--- src/rtl/ipm_fifo_pkg.sv ---
// Shared constants and helpers for the distributed-RAM FIFO family.
// Read-mode selectors, depth calculation and the default almost-full threshold.
package ipm_fifo_pkg;

    localparam int FWFT_OFF = 0;
    localparam int FWFT_ON  = 1;

    function automatic int fifo_depth(input int addr_width);
        return 1 << addr_width;
    endfunction

    // Default almost-full sits two words below full.
    function automatic int default_almost_full(input int addr_width);
        return fifo_depth(addr_width) - 2;
    endfunction

endpackage

--- src/rtl/ipm_distributed_fifo_ram.sv ---
// Distributed storage array: synchronous write, asynchronous read, no reset.
module ipm_distributed_fifo_ram #(
    parameter int ADDR_WIDTH = 4,
    parameter int DATA_WIDTH = 8
) (
    input  logic                  wr_clk,
    input  logic                  we_i,
    input  logic [ADDR_WIDTH-1:0] waddr_i,
    input  logic [DATA_WIDTH-1:0] wdata_i,
    input  logic [ADDR_WIDTH-1:0] raddr_i,
    output logic [DATA_WIDTH-1:0] rdata_o
);

    (* syn_ramstyle = "select_ram" *)
    logic [DATA_WIDTH-1:0] mem_q [2**ADDR_WIDTH];

    always_ff @(posedge wr_clk) begin
        if (we_i) begin
            mem_q[waddr_i] <= wdata_i;
        end
    end

    assign rdata_o = mem_q[raddr_i];

endmodule

--- src/rtl/ipm_distributed_sync_fifo.sv ---
// Single-clock FIFO on distributed storage with count, registered flags,
// overflow/underflow pulses and standard or first-word-fall-through read.
module ipm_distributed_sync_fifo
    import ipm_fifo_pkg::*;
#(
    parameter int ADDR_WIDTH       = 4,
    parameter int DATA_WIDTH       = 8,
    parameter int FWFT             = FWFT_OFF,
    parameter int ALMOST_FULL_NUM  = default_almost_full(ADDR_WIDTH),
    parameter int ALMOST_EMPTY_NUM = 2
) (
    input  logic                  wr_clk,
    input  logic                  asyn_rst,
    input  logic                  wr_en,
    input  logic [DATA_WIDTH-1:0] wr_data,
    input  logic                  rd_en,
    output logic [DATA_WIDTH-1:0] rd_data,
    output logic                  wr_full,
    output logic                  almost_full,
    output logic                  rd_empty,
    output logic                  almost_empty,
    output logic [ADDR_WIDTH:0]   count,
    output logic                  overflow,
    output logic                  underflow
);

    localparam int DEPTH = fifo_depth(ADDR_WIDTH);
    localparam logic [ADDR_WIDTH:0] CNT_FULL = (ADDR_WIDTH+1)'(DEPTH);
    localparam logic [ADDR_WIDTH:0] CNT_AF   = (ADDR_WIDTH+1)'(ALMOST_FULL_NUM);
    localparam logic [ADDR_WIDTH:0] CNT_AE   = (ADDR_WIDTH+1)'(ALMOST_EMPTY_NUM);

    if (ADDR_WIDTH < 4 || ADDR_WIDTH > 10 || DATA_WIDTH < 1 || DATA_WIDTH > 256 ||
        ALMOST_FULL_NUM < 1 || ALMOST_FULL_NUM > DEPTH ||
        ALMOST_EMPTY_NUM < 0 || ALMOST_EMPTY_NUM > DEPTH - 1) begin : g_cfg_err
        $error("ipm_distributed_sync_fifo: parameter out of legal range");
    end

    logic [ADDR_WIDTH-1:0] wr_ptr_q, wr_ptr_d;
    logic [ADDR_WIDTH-1:0] rd_ptr_q, rd_ptr_d;
    logic [ADDR_WIDTH:0]   count_q, count_d;
    logic                  full_q, afull_q, empty_q, aempty_q;
    logic                  ovf_q, unf_q;
    logic                  wr_acc, rd_acc;
    logic [DATA_WIDTH-1:0] ram_q;

    // Accept decisions use only registered flags, so inputs never reach a flag combinationally.
    assign wr_acc = wr_en & ~full_q;
    assign rd_acc = rd_en & ~empty_q;

    assign wr_ptr_d = wr_ptr_q + ADDR_WIDTH'(wr_acc);
    assign rd_ptr_d = rd_ptr_q + ADDR_WIDTH'(rd_acc);
    assign count_d  = count_q + (ADDR_WIDTH+1)'(wr_acc) - (ADDR_WIDTH+1)'(rd_acc);

    always_ff @(posedge wr_clk or posedge asyn_rst) begin
        if (asyn_rst) begin
            wr_ptr_q <= '0;
            rd_ptr_q <= '0;
            count_q  <= '0;
            full_q   <= 1'b0;
            afull_q  <= 1'b0;
            empty_q  <= 1'b1;
            aempty_q <= 1'b1;
            ovf_q    <= 1'b0;
            unf_q    <= 1'b0;
        end else begin
            wr_ptr_q <= wr_ptr_d;
            rd_ptr_q <= rd_ptr_d;
            count_q  <= count_d;
            full_q   <= (count_d == CNT_FULL);
            afull_q  <= (count_d >= CNT_AF);
            empty_q  <= (count_d == '0);
            aempty_q <= (count_d <= CNT_AE);
            ovf_q    <= wr_en & full_q;
            unf_q    <= rd_en & empty_q;
        end
    end

    ipm_distributed_fifo_ram #(
        .ADDR_WIDTH(ADDR_WIDTH),
        .DATA_WIDTH(DATA_WIDTH)
    ) u_ram (
        .wr_clk  (wr_clk),
        .we_i    (wr_acc),
        .waddr_i (wr_ptr_q),
        .wdata_i (wr_data),
        .raddr_i (rd_ptr_q),
        .rdata_o (ram_q)
    );

    if (FWFT == FWFT_ON) begin : g_fwft
        assign rd_data = ram_q;
    end else begin : g_std
        logic [DATA_WIDTH-1:0] rd_data_q;

        always_ff @(posedge wr_clk or posedge asyn_rst) begin
            if (asyn_rst) begin
                rd_data_q <= '0;
            end else if (rd_acc) begin
                rd_data_q <= ram_q;
            end
        end

        assign rd_data = rd_data_q;
    end

    assign wr_full      = full_q;
    assign almost_full  = afull_q;
    assign rd_empty     = empty_q;
    assign almost_empty = aempty_q;
    assign count        = count_q;
    assign overflow     = ovf_q;
    assign underflow    = unf_q;

endmodule

--- config.mk ---
export PLATFORM = sky130hd
export DESIGN_NAME = ipm_distributed_sync_fifo
export DESIGN_NICKNAME = d
export VERILOG_FILES = /design/src/rtl/ipm_fifo_pkg.sv /design/src/rtl/ipm_distributed_fifo_ram.sv /design/src/rtl/ipm_distributed_sync_fifo.sv
export SDC_FILE = /design/constraint.sdc
export NUM_CORES = 1
export LEC_CHECK = 0
export ABC_CLOCK_PERIOD_IN_PS = 7800
export BUFFER_PORTS_ARGS = -buffer_cell sky130_fd_sc_hd__buf_4
export CAP_MARGIN = 30
export CORE_MARGIN = 2
export CORE_UTILIZATION = 58
export CTS_BUF_LIST = sky130_fd_sc_hd__clkbuf_16
export CTS_CLUSTER_SIZE = 14
export DETAILED_ROUTE_END_ITERATION = 16
export PLACE_DENSITY_LB_ADDON = 0.3
export SYNTH_ARGS = -nofsm -noshare
export SYNTH_HDL_FRONTEND = slang
export SYNTH_SLANG_ARGS = --single-unit
--- constraint.sdc ---
create_clock -name wr_clk -period 7.8 [get_ports wr_clk]
set_clock_uncertainty 0.15 [all_clocks]
set_input_delay 1.17 -clock wr_clk [delete_from_list [all_inputs] [get_ports wr_clk]]
set_output_delay 1.17 -clock wr_clk [all_outputs]
set_load 0.03 [all_outputs]
=== After elaboration in Yosys (flattened, before gate mapping) ===
Memories as Yosys holds them, arrays and structs flattened. A register that Yosys moved wholly into a read port is not among the register bits.
Cells that the tools add are included.

* Register bits after elaboration: 19
* Bits in writable memories: 128
* Input port bits: 12
* Output and inout port bits: 19
* Logic and storage cells: 26
* Memories kept: 1

* Add/subtract/negate cells: 4
* Magnitude comparators: 2
* Equality and inequality tests: 1
* Mux-type cells: 2
* Bitwise logic cells: 6
* Reductions and logical operators: 1

{| class="wikitable"
|+ Memory list
! name !! words !! bits a word !! read ports !! clocked after memory_dff !! write ports !! RTL line !! RTL
|-
| u_ram.mem_q || 16 || 8 || 1 || 1 || 1 || ipm_distributed_fifo_ram.sv:15 || <nowiki>logic [DATA_WIDTH-1:0] mem_q [2**ADDR_WIDTH];</nowiki>
|}

{| class="wikitable"
|+ Operators with widths
! kind !! number
|-
| $add 4x1->4 || 2
|-
| $add 5x1->5 || 1
|-
| $eq 5x5->1 const B || 1
|-
| $ge 5x4->1 const B || 1
|-
| $le 5x2->1 const B || 1
|-
| $logic_not 5->1 || 1
|-
| $sub 5x1->5 || 1
|-
| $and 1x1->1 || 4
|-
| $mux 1 || 2
|-
| $not 1->1 || 2
|}

=== Depth between registers and ports, before layout ===
Gate-level depths: netlist of the first run.

* Depth in word-level cells: 5
* Gate-level depth with buffers: 11
* Depth with buffers taken out: 10

=== Cells and area by module ===
From an unflattened synthesis of the first run, not the netlist that was laid out.

* Cell total of the unflattened synthesis: 305
* Area total of the unflattened synthesis: 6159.7 um^2

{| class="wikitable"
|+ Modules (own cells, without submodules)
! module !! times used !! cells each !! area each (um^2) !! sequential area each (um^2)
|-
| ipm_distributed_fifo_ram || 1 || 221 || 4987.3 || 3843.7
|-
| ipm_distributed_sync_fifo || 1 || 84 || 1172.4 || 678.2
|}

=== Worst setup path before layout of the first run ===
No wires, ideal clock.

* Path kind: input to register
* Start point: in wr_en
* End point: reg aempty_q (netlist: almost_empty)
* Library setup time: 0.105 ns
* Arrival time: 3.022 ns
* Required time: 7.545 ns
* Slack: 4.524 ns
* Stages: 11
* Path buffers: 1
* Cells stage by stage: nor2b_1 clkbuf_1 nand2b_1 nand2_1 ha_1 inv_1 fa_1 nor2b_1 o21a_1 or3_4 a2111oi_2

* Cells in the longest elaborated chain, start to end: 4

{| class="wikitable"
|+ Ends and longest elaborated chain
! item !! RTL line !! RTL
|-
| start: declaration || ipm_distributed_sync_fifo.sv:14 || <nowiki>input logic wr_en,</nowiki>
|-
| $and 1x1->1 || ipm_distributed_sync_fifo.sv:47 || <nowiki>assign wr_acc = wr_en & ~full_q;</nowiki>
|-
| $add 5x1->5 || ipm_distributed_sync_fifo.sv:52 || <nowiki>assign count_d = count_q + (ADDR_WIDTH+1)'(wr_acc) - (ADDR_WIDTH+1)'(rd_acc);</nowiki>
|-
| $sub 5x1->5 || ipm_distributed_sync_fifo.sv:52 ||
|-
| $le 5x2->1 || ipm_distributed_sync_fifo.sv:72 || <nowiki>aempty_q <= (count_d <= CNT_AE);</nowiki>
|-
| end signal: assignment || ipm_distributed_sync_fifo.sv:72 ||
|-
| end: declaration || ipm_distributed_sync_fifo.sv:41 || <nowiki>logic full_q, afull_q, empty_q, aempty_q;</nowiki>
|}

No other way between the ends.

=== Worst setup path after layout of the first run ===
Same ends and word-level chain as after synthesis.

==> metrics.csv, run 1 <==
stage;metric;value;unit
run_status;outcome;complete, no violations;
final_layout;syn2layout_area_growth;16.10;%
placed_design;dp.cells;553;
floorplanning;dieHeight;107.4;um
setup_path;critPathCaptureType;flip-flop;
synth;syn_avg_cell_area;15.66;um^2
synth;synthesis.nets;416;
clock_tree;holdBufCountCts;0;
clock_tree;clk_latency;420;ps
drt;ant_nets;0;
sta;maxSlewViolCount;0;
sta;fmax;302.4;MHz
setup_path;reg2reg_from;wr_full;
min_path;worstHoldStart;rd_data[5];
final_layout;nFillCells;659;
clock_tree;post_cts_buffers;0;
clock_tree;cts_buffer_depth;2;
grt;grt_pass1_wl;19.53;mm
setup_path;path_class;input pin to flip-flop;
final_layout;diodes;0;
floorplanning;start_util;59.79;%
clock_tree;clkSinkCount;155;
floorplanning;ios;31;
power;vdd_drop_max;0.4281;mV
synth;ys_warn_count;0;
synth;synth_cells;396;
grt;grt_max_degree;39;
placed_design;port_buffers;30;
clock_tree;ctsResizeCount;0;
setup_path;arrival;3470;ps
floorplanning;coreArea;10370;um^2
clock_tree;numCtsBuffers;17;
final_layout;num-nets-final;456;
clock_tree;cts_htree_levels;4;
min_path;hold_path_class;flip-flop to flip-flop;
sta;finalCritPeriodShare;42.39;%
drt;drt_iter0_markers;353;
clock_tree;cts_tree;yes;
floorplanning;die_width;107.4;um
synth;ys_top_cells_by_area;edfxtp_1, mux2i_1, dfrtp_1, nand2_1, a22oi_1;
drt;routed_wl;12.63;mm
synth;post-synth-top-area-cell;edfxtp_1;
floorplanning;die_area;11530;um^2
final_layout;layout_commonest_cell;edfxtp_1;
drt;via_count;3476;
grt;grt_util_all_layers;23.92;%
placed_design;globalplace.congestion;0.8634;
final_layout;finalNonFillerCells;585;
final_layout;final_cell_mix;edfxtp_1, mux2i_1, nand2_1, buf_4, dfrtp_1;
drt;post-route-drc-count;0;
sta;finalHoldViolations;0;
grt;grt_pass1_vias;3524;
final_layout;post_route_cells_drive_above_1_share;16.48;%
grt;grt_overflow_total;0;
sta;worstMarginPinSlew;849.8;ps
run;cap_violations;0;
synth;synth_seq_cells;155;
floorplanning;rows;37;
drt;viasPerCell;5.942;
synth;syn_area;6200;um^2
sta;relSlewSlack;43.14;%
drt;drtPass1Iterations;5;
setup_path;required;7960;ps
placed_design;hpwl;8.086;mm
setup_path;critPathLaunchType;input pin;
power;power_density;406.8;nW/um^2
setup_path;crit_fanout;7;
setup_path;startpoint;wr_en;
synth;synth_top_area_share;62.00;%
synth;ys_types;31;
sta;period_minus_slack;3307;ps
clock_tree;cts.clk_slew.worst_paths;60;ps
sta;setup_viol;0;
synth;yosysSeqAreaShare;72.94;%
drt;avgRoutedWirePerCell;21.59;um
sta;setup_tns;0;ps
clock_tree;cts_root_buf;clkbuf_16;
sta;rsz0062_at_grt;no;
power;power.leakage;2.711;nW
grt;antenna_found_initial;0;
==> where the power goes <==
group	leakage, nW	internal, mW	switching [mW]
sequential	1.48	1.05	0.122
combinational	0.948	0.367	0.582
clock	0.286	0.497	0.311
==> path summary, 6_finish.rpt <==
kind	end	slack, ps	cells past startpoint
setup / recovery	almost_empty	4490	11
hold / removal	rd_data[5]	350	2
setup reg to reg	almost_empty	4940	10
hold reg to reg	rd_data[5]	350	2
max in group asynchronous	almost_empty	6310	3
min in group asynchronous	rd_data[5]	640	2
==> Yosys cell counts (all sizes together) <==
library cell	count
a22oi	16
or3b	1
ha	7
dfrtp	25
nor2	14
fa	1
edfxtp	128
nor2b	6
dfstp	2
or3	2
nand2	44
xor2	3
mux2i	64
a2111oi	3
inv	7
buf	10
o21a	1
nand2b	5
nor3	4
clkbuf	8
nand3	11
nand4	16
a21o	1
a21oi	1
xnor2	6
o21ai	2
and2	5
nand3b	2
a32o	1
==> layer usage <==
metal  routed length [um]  track usage (%)
met2                 6247            37.93
met3                  811            5.387
met5                    0                0
met1                 5391            32.40
met4                  178            9.890
==> layout make-up <==
| type | instances | area, um^2 | share of cell area [%] |
|---|---|---|---|
| Sequential cell | 155 | 4526 | 62.87 |
| Multi-Input combinational cell | 216 | 1567 | 21.76 |
| Clock buffer | 17 | 425.4 | 5.910 |
| Timing Repair Buffer | 39 | 325.3 | 4.519 |
| Tap cell | 136 | 170.2 | 2.364 |
| Clock inverter | 15 | 158.9 | 2.208 |
| Inverter | 7 | 26.28 | 0.3650 |
==> critical path, cell delays in order <==
cell and delay, ps:
buf_4 80, nor2b_1 450, nand2b_1 230, nand2_1 70, ha_1 200, inv_1 70, fa_1 210, nor2b_1 60
o21a_1 190, or3_4 350, a2111oi_2 380
==> metrics by stage <==
step	hold WS, ps	cell area (um^2)	setup slack [ps]	utilization, %	total power [mW]
after floorplan	309.4	6200	4524	-	1.825
after global placement	312.1	6544	4190	63.10	2.075
after detailed placement	332.6	6614	4088	63.78	2.131
after CTS	345.9	7198	4503	69.41	2.936
after global routing	382.1	7198	4330	69.41	3.067
final	345.7	7198	4493	69.41	2.928
==> state kept, by name (all words and copies together), names as in the netlist <==
register and cells:
rd_data 8, count 5, underflow 1, wr_ptr_q 4
wr_full 1, rd_ptr_q 4, u_ram.mem_q 128, rd_empty 1
almost_full 1, overflow 1, almost_empty 1
==> cell families after synthesis <==
logic type / count (synthesis) / share of synthesized area, %
adder cells (fa/ha/maj): 8 / 1.736
AND/OR/NAND/NOR: 110 / 8.618
flip-flops: 155 / 72.94
AO/OA/AOI/OAI: 25 / 3.310
XOR/XNOR: 9 / 1.272
buffers and inverters: 25 / 1.796
multiplexers: 64 / 10.33
No activity file was read; power rests on OpenSTA's default activity.
==> run 2: changes to the inputs <==
ABC_CLOCK_PERIOD_IN_PS = 3080   (was 7800)
clock period = 3.08 ns   (was 7.8 ns; I/O delays follow)
==> run 2 against run 1 <==
Compared with the run above: die area did not move; critical path depth unchanged; count of clock-buffer cells in the layout unchanged; cell area is 0.47% higher; largest cell class unchanged; via count shrank 0.14%; hold slack got worse by 230 ps; highest routed layer unchanged; non-clock buffer count increased by 6; largest power group unchanged; first-iteration DRC count decreased by 7.6%.
==> metrics.csv, run 2 (synthesized netlist as in run 1, its figures left out) <==
stage;metric;value;unit;change
clock_tree;cts_root_buf;clkbuf_16;;
clock_tree;numCtsBuffers;17;;unchanged
clock_tree;clk_latency;420;ps;about the same
grt;grt_util_all_layers;23.49;%;-0.43 points
setup_path;startpoint;wr_full;;
setup_path;cp_num_buf_inv;2;;unchanged
run_status;outcome;complete, no violations;;
sta;holdWs;113.1;ps;-232.6 ps
sta;maxSlewViolCount;0;;unchanged
setup_path;crit_fanout;6;;-1
setup_path;critPathLaunchType;flip-flop;;
setup_path;required;3240;ps;-4720 ps
clock_tree;cts_htree_levels;4;;unchanged
sta;relSlewSlack;44.76;%;+1.6 points
placed_design;hpwl;7.885;mm;-2.5%
floorplanning;die_area;11530;um^2;unchanged
setup_path;crit_slowest_cell;fa_1;;
placed_design;dp.cells;558;;+0.90%
final_layout;diodes;0;;unchanged
floorplanning;coreArea;10370;um^2;unchanged
drt;drt_iter0_markers;326;;-7.6%
power;power.leakage;2.734;nW;+0.84%
setup_path;path_class;flip-flop to flip-flop;;
floorplanning;dieHeight;107.4;um;unchanged
setup_path;critPathCaptureType;flip-flop;;
sta;finalHoldViolations;0;;unchanged
min_path;hold_path_class;input pin to flip-flop;;
final_layout;finalNonFillerCells;591;;+1.0%
drt;ant_nets;0;;unchanged
floorplanning;start_util;59.79;%;unchanged
final_layout;syn2layout_area_growth;16.65;%;
power;power_density;1026;nW/um^2;+150%
sta;fmax;386.3;MHz;
final_layout;post_route_cells_drive_above_1_share;17.14;%;+0.66 points
drt;viasPerCell;5.873;;-1.2%
clock_tree;cts.clk_slew.worst_paths;60;ps;about the same
clock_tree;post_cts_buffers;0;;unchanged
clock_tree;cts_tree;yes;;
final_layout;layout_commonest_cell;edfxtp_1;;
final_layout;num-nets-final;462;;+1.3%
drt;avgRoutedWirePerCell;21.06;um;-2.4%
placed_design;port_buffers;30;;unchanged
grt;grt_overflow_total;0;;unchanged
final_layout;nFillCells;687;;+4.2%
final_layout;regMostFlops;u_ram.mem_q;;
grt;grt_pass1_wl;19.12;mm;-2.1%
clock_tree;clkSinkCount;155;;unchanged
sta;period_minus_slack;2588;ps;
sta;setup_viol;0;;unchanged
grt;grt_pass1_vias;3412;;-3.2%
drt;routed_wl;12.45;mm;-1.4%
sta;finalCritPeriodShare;84.04;%;
power;vdd_drop_max;0.7995;mV;+87%
min_path;worstHoldStart;wr_en;;
setup_path;worst_path_largest_cell_delay;400;ps;-50 ps
floorplanning;ios;31;;unchanged
final_layout;largest_register_ffs;128;;unchanged
floorplanning;rows;37;;unchanged
drt;post-route-drc-count;0;;unchanged
sta;rsz0062_at_grt;no;;
final_layout;final_cell_mix;edfxtp_1, mux2i_1, nand2_1, buf_4, dfrtp_1;;
floorplanning;die_width;107.4;um;unchanged
drt;via_count;3471;;-0.14%
setup_path;reg2reg_from;wr_full;;
sta;setup_tns;0;ps;unchanged
placed_design;globalplace.congestion;0.8943;;+3.6%
clock_tree;ctsResizeCount;0;;unchanged
setup_path;arrival;2750;ps;-720 ps
grt;antenna_found_initial;0;;unchanged
clock_tree;holdBufCountCts;1;;+1
grt;grt_max_degree;42;;+7.7%
setup_path;crit_family;compound AO/OA/AOI/OAI gates;;
drt;drtPass1Iterations;5;;unchanged
clock_tree;cts_buffer_depth;2;;unchanged
setup_path;critical_path.cell_chain;nor2b_1 -> buf_4 -> nand2_1 -> nand2_1 -> ha_1 -> inv_1 -> fa_1 -> nor2b_1 -> o21a_1 -> o21ai_0 -> a2111oi_2;;
sta;worstMarginPinSlew;825.6;ps;-24.24 ps
run;cap_violations;0;;unchanged
==> run 2: cell count changes in the layout (fill, tap and decap cells not counted) <==
cell and delta:
clkinvlp_4 -3, buf_8 +1, inv_1 -2, buf_4 +8, clkinv_1 +3, inv_6 -1, clkinv_4 +3, buf_2 -3
buf_16 -2, buf_12 +1, dlygate4sd3_1 +1
==> run 2: cell type report <==
| class | count | area, um^2 | share of cell area (%) |
|---|---|---|---|
| inverter | 7 | 26.28 | 0.3633 |
| tap | 136 | 170.2 | 2.353 |
| multi-input combinational | 216 | 1567 | 21.66 |
| timing repair buffer | 45 | 360.3 | 4.983 |
| clock buffer | 17 | 425.4 | 5.882 |
| sequential | 155 | 4526 | 62.58 |
| clock inverter | 15 | 157.7 | 2.180 |
==> run 2: through the flow <==
stage / util (%) / area [um^2] / power, mW / setup slack (ps)
floorplan: - / 6200 / 4.622 / 338.8
global placement: 63.88 / 6624 / 5.299 / 444.4
detailed placement: 64.02 / 6639 / 5.401 / 342.1
CTS: 69.74 / 7232 / 7.440 / 488.3
global route: 69.74 / 7232 / 7.769 / 251.9
finish: 69.74 / 7232 / 7.423 / 491.6
==> run 2: metal layers <==
metal,routed length [um],part of all wire (%),GRT usage [%],vias up
li1,-,-,-,1580
met3,979,7.9,7.748,28
met1,5264,42,31.65,1727
met5,0,0,0,-
met4,246,2.0,9.341,0
met2,5958,48,35.76,136
==> run 2: path summary, 6_finish.rpt <==
check / endpoint / slack [ps] / cells past startpoint
max: almost_empty / 490 / 11
min: overflow / 110 / 2
max reg2reg: almost_empty / 490 / 11
min reg2reg: rd_data[7] / 340 / 2
max in group asynchronous: wr_ptr_q[2] / 1780 / 4
min in group asynchronous: rd_data[1] / 510 / 3
==> run 2: power by group <==
group          switching (mW)  internal [mW]
Combinational            1.44          0.940
Sequential              0.346           2.66
Clock                   0.787           1.26
Total                    2.57           4.85
==> run 3: changes to the inputs <==
ABC_AREA = 1   (was unset)
ABC_CLOCK_PERIOD_IN_PS = 2580   (was 3080)
clock period = 2.58 ns   (was 3.08 ns; I/O delays follow)
==> run 3 against run 2 <==
Compared with the run above: the flow now finishes with violations (hold timing); via count rose by 21%; sequential cell count did not move; register-to-register slack got worse by 240 ps; critical path depth rose by 1; largest cell class unchanged.
==> metrics.csv, run 3 <==
stage;metric;value;unit;change
run_status;outcome;complete, but fails checks;;
run_status;violations;hold timing;;
power;internal_power;5.742;mW;+18%
final_layout;post_route_cells_drive_above_1_share;15.05;%;-2.1 points
final_layout;num-nets-final;626;;+35%
sta;relSlewSlack;45.22;%;+0.46 points
final_layout;seqCellArea;4523;um^2;about the same
floorplanning;rows;38;;+2.7%
setup_path;rrSetupSlack;250;ps;-240 ps
clock_tree;cts_buffer_depth;2;;unchanged
clock_tree;cts_root_buf;clkbuf_16;;
sta;setup_tns;0;ps;unchanged
power;vdd_drop_max;0.8617;mV;+7.8%
setup_path;reg2reg_to;wr_full;;
drt;drt_iter0_markers;415;;+27%
final_layout;multiInputGateArea;1602;um^2;+2.2%
drt;via_count;4194;;+21%
setup_path;crit_slowest_cell;fa_1;;
setup_path;worst_path_largest_cell_delay;410;ps;about the same
synth;synth_top_flop_cell;edfxtp_1;;
setup_path;critPathCaptureType;flip-flop;;
setup_path;critPathLaunchType;flip-flop;;
sta;holdWs;-11.91;ps;-125.0 ps
clock_tree;numCtsBuffers;17;;unchanged
setup_path;crit_fanout;4;;-2
synth;ys_types;21;;-32%
sta;rsz0062_at_grt;no;;
setup_path;worstRegToRegCells;12;;+1
floorplanning;dieHeight;109.2;um;+1.6%
final_layout;syn2layout_area_growth;15.10;%;
power;clkPwrFrac;26.3;%;-1.2 points
floorplanning;coreArea;10790;um^2;+4.1%
drt;viasPerCell;5.533;;-5.8%
floorplanning;die_area;11910;um^2;+3.3%
power;power_density;1257;nW/um^2;+22%
clock_tree;clk_latency;410;ps;about the same
grt;grt_overflow_total;0;;unchanged
power;p_total;9.280;mW;+25%
clock_tree;post_cts_buffers;0;;unchanged
drt;drtPass1Iterations;5;;unchanged
synth;yosysMostFrequentCell;nand2_1;;
clock_tree;cts_tree;yes;;
final_layout;diodes;0;;unchanged
grt;grt_pass1_wl;20.48;mm;+7.1%
power;swShare;38.13;%;+3.5 points
clock_tree;holdBufCountCts;0;;-1
synth;synth_seq_cells;155;;unchanged
synth;syn_area;6414;um^2;+3.5%
grt;grt_pass1_vias;3960;;+16%
sta;maxSlewViolCount;0;;unchanged
grt;grt_max_degree;66;;+57%
synth;yosysSeqAreaShare;70.50;%;-2.4 points
placed_design;hpwl;7.942;mm;+0.72%
synth;synth_edf_count;128;;unchanged
sta;finalHoldViolations;19;;+19
final_layout;largest_register_ffs;128;;unchanged
floorplanning;ios;31;;unchanged
setup_path;required;2720;ps;-520 ps
synth;synth_commonest_cells;nand2_1, edfxtp_1, nand3_1;;
synth;synth_top_area_share;59.93;%;-2.1 points
floorplanning;die_width;109.2;um;+1.6%
setup_path;critical_path.cell_chain;nor2_4 -> inv_2 -> nor2_1 -> inv_2 -> nand2_1 -> ha_1 -> inv_1 -> fa_1 -> xnor2_1 -> nor3_1 -> nand2_1 -> nor2_1;;
sta;setup_viol;0;;unchanged
final_layout;final_cell_mix;nand2_1, edfxtp_1, nand3_1, buf_4;;
sta;worstMarginPinSlew;820.8;ps;-4.723 ps
grt;antenna_found_initial;0;;unchanged
placed_design;globalplace.congestion;0.8191;;-8.4%
sta;finalCritPeriodShare;90.40;%;+6.4 points
sta;fmax;428.8;MHz;+11%
clock_tree;ctsResizeCount;0;;unchanged
power;pwr-share-seq;36.4;%;-4.0 points
clock_tree;clkSinkCount;155;;unchanged
synth;ys_warn_count;0;;unchanged
synth;ys_top_cells_by_area;edfxtp_1, nand2_1, dfrtp_1, nand3_1, buf_6;;
drt;post-route-drc-count;0;;unchanged
power;power.leakage;3.019;nW;+10%
final_layout;nFillCells;754;;+9.8%
min_path;hold_path_class;input pin to asynchronous set/reset pin;;
clock_tree;cts.clk_slew.worst_paths;60;ps;about the same
setup_path;reg2reg_from;rd_empty;;
drt;avgRoutedWirePerCell;17.48;um;-17%
setup_path;path_class;flip-flop to flip-flop;;
grt;grt_util_all_layers;24.00;%;+0.51 points
power;pwr-share-comb;37.4;%;+5.4 points
synth;synth_cells;559;;+41%
drt;routed_wl;13.25;mm;+6.4%
setup_path;arrival;2470;ps;-280 ps
synth;post-synth-top-area-cell;edfxtp_1;;
floorplanning;start_util;59.42;%;-0.36 points
final_layout;regMostFlops;u_ram.mem_q;;
synth;ys_async_sr_fraction;17.42;%;unchanged
run;cap_violations;0;;unchanged
synth;synthesis.nets;579;;+39%
sta;period_minus_slack;2332;ps;-256.1 ps
placed_design;port_buffers;30;;unchanged
synth;syn_avg_cell_area;11.47;um^2;-27%
drt;ant_nets;0;;unchanged
power;p_switching;3.538;mW;+38%
clock_tree;cts_htree_levels;4;;unchanged
final_layout;layout_commonest_cell;nand2_1;;
-- run 3: per-layer routing --
| metal | part of all wire, % | up-vias | track usage (%) |
|---|---|---|---|
| met5 | 0 | - | 0 |
| met4 | 2.7 | 0 | 10.62 |
| met3 | 5.8 | 31 | 5.320 |
| met2 | 50 | 162 | 38.20 |
| met1 | 41 | 2014 | 31.90 |
| li1 | - | 1987 | - |
-- run 3: worst max path at each step --
| stage | start | to | slack, ps | depth (start not counted) |
|---|---|---|---|---|
| detailed placement | rd_en | rd_empty | 140 | 14 |
| finish | rd_empty | wr_full | 250 | 12 |
| CTS | rd_empty | rd_empty | 240 | 12 |
| global placement | rd_en | almost_full | 210 | 13 |
| floorplan | rd_empty | almost_full | 100 | 12 |
| global route | rd_empty | rd_empty | 40 | 12 |
-- run 3: logic make-up (layout without fill, tap and decap cells) --
logic type / Yosys count / in the layout / synth area share, %
adders and majority gates: 8 / 8 / 1.678
buffers and inverters: 48 / 107 / 4.526
DFF: 155 / 155 / 70.50
xor gates and xnor gates: 8 / 8 / 1.093
AOI/OAI and AO/OA: 5 / 5 / 0.3901
and+or+nand+nor: 335 / 335 / 21.81
-- run 3: power by group through the flow --
stage	clock network [mW]	registers [mW]	logic, mW
final	2.44	3.38	3.47
after global routing	2.56	3.42	3.84
after CTS	2.45	3.38	3.46
after detailed placement	0	3.42	3.42
after global placement	0	3.41	3.31
after floorplan	0	3.63	2.29
-- run 3: metrics by stage --
step / setup slack, ps / utilization, % / hold WS (ps) / cell area (um^2) / std cells
3_5_place_dp: 138.8 / 63.01 / 317.2 / 6800 / 727
3_3_place_gp: 212.6 / 63.01 / 314.9 / 6800 / 727
6_report: 247.7 / 68.40 / -11.91 / 7382 / 758
4_1_cts: 238.7 / 68.40 / 3.582 / 7382 / 758
5_1_grt: 35.69 / 68.40 / 25.75 / 7382 / 758
2_1_floorplan: 96.89 / - / 288.2 / 6414 / 559
-- run 3: final cells by class --
type | count | share of cell area (%)
Sequential cell | 155 | 61.27
Multi-Input combinational cell | 356 | 21.69
Clock buffer | 17 | 5.763
Timing Repair Buffer | 54 | 5.661
Tap cell | 140 | 2.373
Clock inverter | 14 | 2.119
Inverter | 22 | 1.119
-- run 3: worst max-delay path, delay by kind of cell, from the launching register on --
kind | cells | cell delay, ps
DFF | 1 | 390
and+or+nand+nor | 6 | 610
buffers and inverters | 3 | 160
adders and majority gates | 2 | 560
xor gates and xnor gates | 1 | 330
